===== src/rtl/muldiv_pkg.sv =====
// Shared definitions for the iterative RV64M multiply/divide unit.
package muldiv_pkg;

  localparam int XLEN = 64;

  // funct3 encodings of the M extension
  localparam logic [2:0] OP_MUL    = 3'b000;
  localparam logic [2:0] OP_MULH   = 3'b001;
  localparam logic [2:0] OP_MULHSU = 3'b010;
  localparam logic [2:0] OP_MULHU  = 3'b011;
  localparam logic [2:0] OP_DIV    = 3'b100;
  localparam logic [2:0] OP_DIVU   = 3'b101;
  localparam logic [2:0] OP_REM    = 3'b110;
  localparam logic [2:0] OP_REMU   = 3'b111;

  localparam logic [XLEN-1:0] MIN_SIGNED = {1'b1, {(XLEN-1){1'b0}}};
  localparam logic [XLEN-1:0] ALL_ONES   = {XLEN{1'b1}};

  typedef enum logic [1:0] {
    IDLE  = 2'd0,
    CALC  = 2'd1,
    FIXUP = 2'd2,
    DONE  = 2'd3
  } state_t;

  typedef enum logic {
    STEP_MUL = 1'b0,
    STEP_DIV = 1'b1
  } step_mode_t;

endpackage


===== src/rtl/muldiv_step.sv =====
// One combinational iteration of shift-add multiply or restoring divide.
// The accumulator is {high, low}:
//   multiply: high = partial product, low = remaining multiplier bits
//   divide:   high = partial remainder, low = dividend bits / quotient bits
module muldiv_step
  import muldiv_pkg::*;
#(
  parameter int XLEN = muldiv_pkg::XLEN
) (
  input  step_mode_t            mode,
  input  logic [2*XLEN-1:0]     acc,
  input  logic [XLEN-1:0]       operand,
  output logic [2*XLEN-1:0]     acc_next
);

  logic [XLEN:0]   mul_sum;
  logic [XLEN:0]   div_shifted;
  logic [XLEN:0]   div_trial;
  logic            div_ge;
  logic [XLEN-1:0] div_rem;

  // Compute both candidate iterations and pick one by mode
  always_comb begin
    // multiply: add the multiplicand when the current multiplier bit is set,
    // then shift the whole accumulator right, carry included
    mul_sum = {1'b0, acc[2*XLEN-1:XLEN]} + {1'b0, (acc[0] ? operand : {XLEN{1'b0}})};

    // divide: bring the next dividend bit into the remainder, try a subtract
    div_shifted = acc[2*XLEN-1:XLEN-1];
    div_trial   = div_shifted - {1'b0, operand};
    div_ge      = (div_shifted >= {1'b0, operand});
    div_rem     = div_ge ? div_trial[XLEN-1:0] : div_shifted[XLEN-1:0];

    if (mode == STEP_DIV) begin
      acc_next = {div_rem, acc[XLEN-2:0], div_ge};
    end else begin
      acc_next = {mul_sum, acc[XLEN-1:1]};
    end
  end

endmodule


===== src/rtl/muldiv_unit.sv =====
// Iterative RV64M multiply/divide unit. Operands are reduced to magnitudes
// at accept, XLEN iterations run in CALC, and FIXUP restores the sign and
// picks the requested half/quotient/remainder. Divide-by-zero and signed
// overflow skip CALC and take a precomputed result.
//
// Handshake: a request is accepted on a rising edge with start=1 while the
// unit is IDLE or DONE and kill=0; busy is high from the accept until the
// DONE cycle, and done is a single-cycle pulse with result/rd_out valid.
module muldiv_unit
  import muldiv_pkg::*;
#(
  parameter int XLEN = muldiv_pkg::XLEN
) (
  input  logic            clk,
  input  logic            rst_n,
  input  logic            start,
  input  logic [2:0]      funct3,
  input  logic [XLEN-1:0] operand_a,
  input  logic [XLEN-1:0] operand_b,
  input  logic [4:0]      rd_in,
  input  logic            kill,
  output logic            busy,
  output logic            done,
  output logic [XLEN-1:0] result,
  output logic [4:0]      rd_out
);

  localparam int CW = $clog2(XLEN);
  localparam logic [CW-1:0] LAST_ITER = CW'(XLEN - 1);

  state_t            state, state_next;
  logic [CW-1:0]     count;
  logic [2:0]        op_q;
  logic [4:0]        rd_q;
  logic [2*XLEN-1:0] acc;
  logic [XLEN-1:0]   operand_q;
  logic              neg_q;
  logic              spec_q;
  logic [XLEN-1:0]   spec_val_q;

  // Accept-time decode
  logic              accept;
  logic              a_signed, b_signed, a_neg, b_neg;
  logic [XLEN-1:0]   mag_a, mag_b;
  logic              is_div, div_zero, div_ovf;
  logic [XLEN-1:0]   spec_val;

  // Iteration and fixup
  step_mode_t        step_mode;
  logic [2*XLEN-1:0] acc_next;
  logic [2*XLEN-1:0] prod_fixed;
  logic [XLEN-1:0]   quot_fixed, rem_fixed, fixed_result;

  assign accept = start && !kill && (state == IDLE || state == DONE);

  // Operand magnitudes, result sign and special-case detection for the request
  always_comb begin
    a_signed = (funct3 == OP_MULH) || (funct3 == OP_MULHSU) ||
               (funct3 == OP_DIV)  || (funct3 == OP_REM);
    b_signed = (funct3 == OP_MULH) || (funct3 == OP_DIV) || (funct3 == OP_REM);
    a_neg    = a_signed && operand_a[XLEN-1];
    b_neg    = b_signed && operand_b[XLEN-1];
    mag_a    = a_neg ? (~operand_a + 1'b1) : operand_a;
    mag_b    = b_neg ? (~operand_b + 1'b1) : operand_b;
    is_div   = funct3[2];
    div_zero = is_div && (operand_b == '0);
    div_ovf  = ((funct3 == OP_DIV) || (funct3 == OP_REM)) &&
               (operand_a == MIN_SIGNED) && (operand_b == ALL_ONES);
    // funct3[1] separates remainder from quotient among the divides
    spec_val = '0;
    if (div_zero) begin
      spec_val = funct3[1] ? operand_a : ALL_ONES;
    end else if (div_ovf) begin
      spec_val = funct3[1] ? {XLEN{1'b0}} : MIN_SIGNED;
    end
  end

  assign step_mode = op_q[2] ? STEP_DIV : STEP_MUL;

  muldiv_step #(.XLEN(XLEN)) u_step (
    .mode     (step_mode),
    .acc      (acc),
    .operand  (operand_q),
    .acc_next (acc_next)
  );

  // Sign correction and output selection for the FIXUP cycle
  always_comb begin
    prod_fixed = neg_q ? (~acc + 1'b1) : acc;
    quot_fixed = neg_q ? (~acc[XLEN-1:0] + 1'b1) : acc[XLEN-1:0];
    rem_fixed  = neg_q ? (~acc[2*XLEN-1:XLEN] + 1'b1) : acc[2*XLEN-1:XLEN];
    case (op_q)
      OP_MUL:                         fixed_result = prod_fixed[XLEN-1:0];
      OP_MULH, OP_MULHSU, OP_MULHU:   fixed_result = prod_fixed[2*XLEN-1:XLEN];
      OP_DIV, OP_DIVU:                fixed_result = quot_fixed;
      default:                        fixed_result = rem_fixed;
    endcase
    if (spec_q) begin
      fixed_result = spec_val_q;
    end
  end

  // State register
  always_ff @(posedge clk or negedge rst_n) begin
    if (!rst_n) begin
      state <= IDLE;
    end else begin
      state <= state_next;
    end
  end

  // Next-state logic
  always_comb begin
    state_next = state;
    case (state)
      IDLE, DONE: begin
        if (accept) begin
          state_next = (div_zero || div_ovf) ? FIXUP : CALC;
        end else begin
          state_next = IDLE;
        end
      end
      CALC: begin
        if (kill) begin
          state_next = IDLE;
        end else if (count == LAST_ITER) begin
          state_next = FIXUP;
        end
      end
      FIXUP: begin
        state_next = kill ? IDLE : DONE;
      end
      default: state_next = IDLE;
    endcase
  end

  // Status outputs decoded from the registered state only
  always_comb begin
    busy = (state == CALC) || (state == FIXUP);
    done = (state == DONE);
  end

  // Datapath registers: latch at accept, iterate in CALC, publish in FIXUP
  always_ff @(posedge clk or negedge rst_n) begin
    if (!rst_n) begin
      count      <= '0;
      op_q       <= '0;
      rd_q       <= '0;
      acc        <= '0;
      operand_q  <= '0;
      neg_q      <= 1'b0;
      spec_q     <= 1'b0;
      spec_val_q <= '0;
      result     <= '0;
      rd_out     <= '0;
    end else begin
      if (accept) begin
        count      <= '0;
        op_q       <= funct3;
        rd_q       <= rd_in;
        neg_q      <= (funct3 == OP_REM) ? a_neg : (a_neg ^ b_neg);
        spec_q     <= div_zero || div_ovf;
        spec_val_q <= spec_val;
        if (is_div) begin
          acc       <= {{XLEN{1'b0}}, mag_a};
          operand_q <= mag_b;
        end else begin
          acc       <= {{XLEN{1'b0}}, mag_b};
          operand_q <= mag_a;
        end
      end else if (state == CALC && !kill) begin
        acc   <= acc_next;
        count <= count + CW'(1);
      end else if (state == FIXUP && !kill) begin
        result <= fixed_result;
        rd_out <= rd_q;
      end
    end
  end

endmodule


===== config.mk =====
export PLATFORM = sky130hd
export DESIGN_NAME = muldiv_unit
export DESIGN_NICKNAME = d
export VERILOG_FILES = /design/src/rtl/muldiv_pkg.sv /design/src/rtl/muldiv_step.sv /design/src/rtl/muldiv_unit.sv
export SDC_FILE = /design/constraint.sdc
export NUM_CORES = 2
export LEC_CHECK = 0
export CORE_UTILIZATION = 60
export DETAILED_ROUTE_END_ITERATION = 16
export PLACE_DENSITY = 0.81
export SYNTH_ARGS = -nofsm -noshare
export SYNTH_HDL_FRONTEND = slang
export SYNTH_SLANG_ARGS = --single-unit

===== constraint.sdc =====
create_clock -name clk -period 5.5 [get_ports clk]
set_input_delay 1.1 -clock clk [delete_from_list [all_inputs] [get_ports clk]]
set_output_delay 1.1 -clock clk [all_outputs]
set_load 0.01 [all_outputs]

==> metrics <==
CP required=5.95 ns; Max Slew Vio Count=0; unrepaired setup endpoints after global routing=no; largest net degree at the start of global routing=126; arrival time worst endpoint=5.32 ns; Tcrit/Tclk final=0.884; FF+latch count, synth=343; final core occ=0.683; die area=55900 µm²; Max FO, Critical Path=24; max frequency=206 MHz; most numerous cell in the Yosys netlist=nand2_1; met1 WL=54500 µm; via count=37700; Skew-Pair Late Insertion Delay=0.60 ns; maximum root-to-sink buffer count=3; Avg Synthesized Cell Area=7.34 µm²; DR iter-0 viols=6270; Hold Crit Class=reg2reg; Setup CP Type=reg2reg; Net Switching=between 0.01 and 0.015 W; Post-DP Area=35600 µm²; Synth top cells by count=nand2_1 (581), nor2_1 (456), o21ai_0 (421); Port Buffers=210; hold depth=2; Placer Congestion=roughly 1.1; TritonCTS buffer count=38; Least-Margin Pin Slew=between 1 and 1.5 ns; Post-CTS Resized=0; nets@finish=4794; crit path capture type=register; worst reg2reg endpoint=acc[118]; TNS Setup=0 ns; Finished Cell Area=between 30000 and 40000 µm²; ys async rst share=1.00; Gate power share=0.688; Via density=7.19; PD cells=around 650 nW/µm²; row count=85; clk sinks=343; Internal Pwr Total=0.0105 W; Distinct cells, synth=85; core area=roughly 54000 µm²; DP HPWL=116000 µm; syn nets=4768; Max VDD drop=0.446 mV; Die Y=236 µm; Seq/Total Area, Yosys=0.260; HP Start=rd_q[1]; max-cap viol count=0; cell taking the most area after synthesis=dfrtp_1; met3 wire len=23700 µm; Reg power frac=0.197; CTS tree=done; grt ovf=0; WL/cell=between 20 and 30 µm; status=complete, no violations; Main synth FF type=dfrtp_1; Final ANT Viol Nets=0; Pleak=~16 nW; number of synthesized flops with an enable pin=0; Finish-stage setup viols=0; FF-to-FF Start=acc[0]; hold_ws=0.470 ns; Reg2Reg Setup Slack=between 0.6 and 0.7 ns; CTS H-Tree Depth=2; top area cells in the synthesized netlist=dfrtp_1 (26%), nand2_1 (6.6%), o21ai_0 (6.4%); Sw Share=0.564; Final Hold Fails=0; Crit. Startpoint=acc[0]; post-CTS setup buffers=0; Top Metal Used=met5; vias in the first global route=roughly 34000; CTS Hold Bufs=0; # IOs=211; clock root cell=clkbuf_16; layout cells sized above 1=0.0528; clock share of power=0.115; minimum clock period=4.86 ns; drt pass-1 iters=7; Initial Util=0.610; top cell type's share of synthesized area=0.260; startpoint types=register; R2R depth=13; GR Util All Layers=0.527; met2 WL post-DR=59400 µm; Synth Instances=4489; CTS clk-pin slew, worst paths=0.06 ns; Synth Warn #=0; final WL=152000 µm; chip width=236 µm; Residual DRC=0; Area Overhead vs Synth=11.9%; Rel. slew slack=0.204; clock skew=0.0436 ns; antenna violations before repair=9; first-pass GRT wire length=220000 µm; Hold Path Sink=rd_out[1]; synthesized cell area=33000 µm²
[registers in the layout (all words and copies together) (netlist names)]
| signal | flops |
|---|---|
| acc | 128 |
| count | 6 |
| neg_q | 1 |
| op_q | 3 |
| operand_q | 64 |
| rd_out | 5 |
| rd_q | 5 |
| result | 64 |
| spec_q | 1 |
| spec_val_q | 64 |
| state | 2 |
[cell families (layout without fill, tap and decap cells)]
kind of cell,Yosys count,in the layout,synth area share
buffers and inverters,472,525,0.0542
AO/OA/AOI/OAI,1515,1515,0.289
flip-flops,343,343,0.260
AND/OR/NAND/NOR,1546,1546,0.213
other,0,6,0
multiplexers,103,103,0.0317
XOR/XNOR,371,371,0.0986
adder cells (fa/ha/maj),139,139,0.0532
[worst max-delay path by stage]
stage	endpoint	slack, ns
final	acc[118]	0.64
after global routing	acc[126]	0.57
after CTS	acc[122]	0.85
after detailed placement	operand_q[62]	0.62
after global placement	operand_q[62]	0.65
after floorplan	acc[61]	1.31
[worst max-delay path, stage by stage, from the launching register on]
cell and delay, ns:
dfrtp_1 0.46, inv_2 0.45, nor2_1 0.11, ha_1 0.26, a211oi_1 0.29, o21ai_0 0.28
o2111ai_1 0.46, a21boi_0 0.30, o21a_1 0.32, o21ai_0 0.76, o21ai_0 0.43, xor2_1 0.26
o211ai_1 0.22, o22ai_1 0.11
[power groups by stage]
stage | combinational, W | sequential (W) | clock (W)
6_report | 0.0165 | 0.00474 | 0.00275
2_1_floorplan | 0.0103 | 0.00408 | 0
4_1_cts | 0.0156 | 0.00463 | 0.00272
3_3_place_gp | 0.0154 | 0.00462 | 0
3_5_place_dp | 0.0155 | 0.00466 | 0
5_1_grt | 0.0173 | 0.00475 | 0.00280
[layout make-up]
| type | count | area (µm²) |
|---|---|---|
| Multi-Input combinational cell | 3674 | 22600 |
| Antenna cell | 6 | 15.0 |
| Timing Repair Buffer | 314 | 2940 |
| Fill cell | 4468 | 17100 |
| Clock inverter | 14 | 213 |
| Inverter | 144 | 541 |
| Sequential cell | 343 | 8590 |
| Clock buffer | 53 | 1080 |
| Tap cell | 696 | 871 |
[metal layers]
metal | GRT usage | vias up
met5 | 0.0104 | -
met4 | 0.398 | 12
met3 | 0.198 | 697
met2 | 0.725 | 3139
met1 | 0.667 | 17600
li1 | - | 16300
[layout by cell type, fill, tap and decap left out, types with 16 or more instances in the layout]
| cell | count |
|---|---|
| a211oi_1 | 32 |
| a21o_1 | 64 |
| a21oi_1 | 413 |
| a221oi_1 | 17 |
| a22o_1 | 17 |
| a22oi_1 | 16 |
| a31oi_1 | 43 |
| and2_1 | 20 |
| and3_1 | 33 |
| buf_4 | 100 |
| clkbuf_16 | 38 |
| clkdlybuf4s50_1 | 208 |
| dfrtp_1 | 341 |
| ha_1 | 137 |
| inv_1 | 141 |
| mux2i_1 | 91 |
| nand2_1 | 580 |
| nand2b_1 | 29 |
| nand3_1 | 73 |
| nand4_1 | 60 |
| nor2_1 | 452 |
| nor3_1 | 80 |
| nor4_1 | 45 |
| o211ai_1 | 100 |
| o21a_1 | 18 |
| o21ai_0 | 420 |
| o21bai_1 | 28 |
| o221ai_1 | 39 |
| o22ai_1 | 27 |
| o31ai_1 | 113 |
| o41ai_1 | 33 |
| or2_2 | 23 |
| or3_1 | 59 |
| or4_1 | 31 |
| xnor2_1 | 182 |
| xor2_1 | 189 |
[through the flow]
| stage | setup slack, ns | std cells | power [W] |
|---|---|---|---|
| CTS | 0.853 | 5238 | 0.0229 |
| detailed placement | 0.617 | 5171 | 0.0201 |
| global route | 0.568 | 5239 | 0.0248 |
| floorplan | 1.31 | 4489 | 0.0144 |
| global placement | 0.646 | 5171 | 0.0200 |
| finish | 0.638 | 5244 | 0.0240 |
No activity file was read; power rests on OpenSTA's default activity.
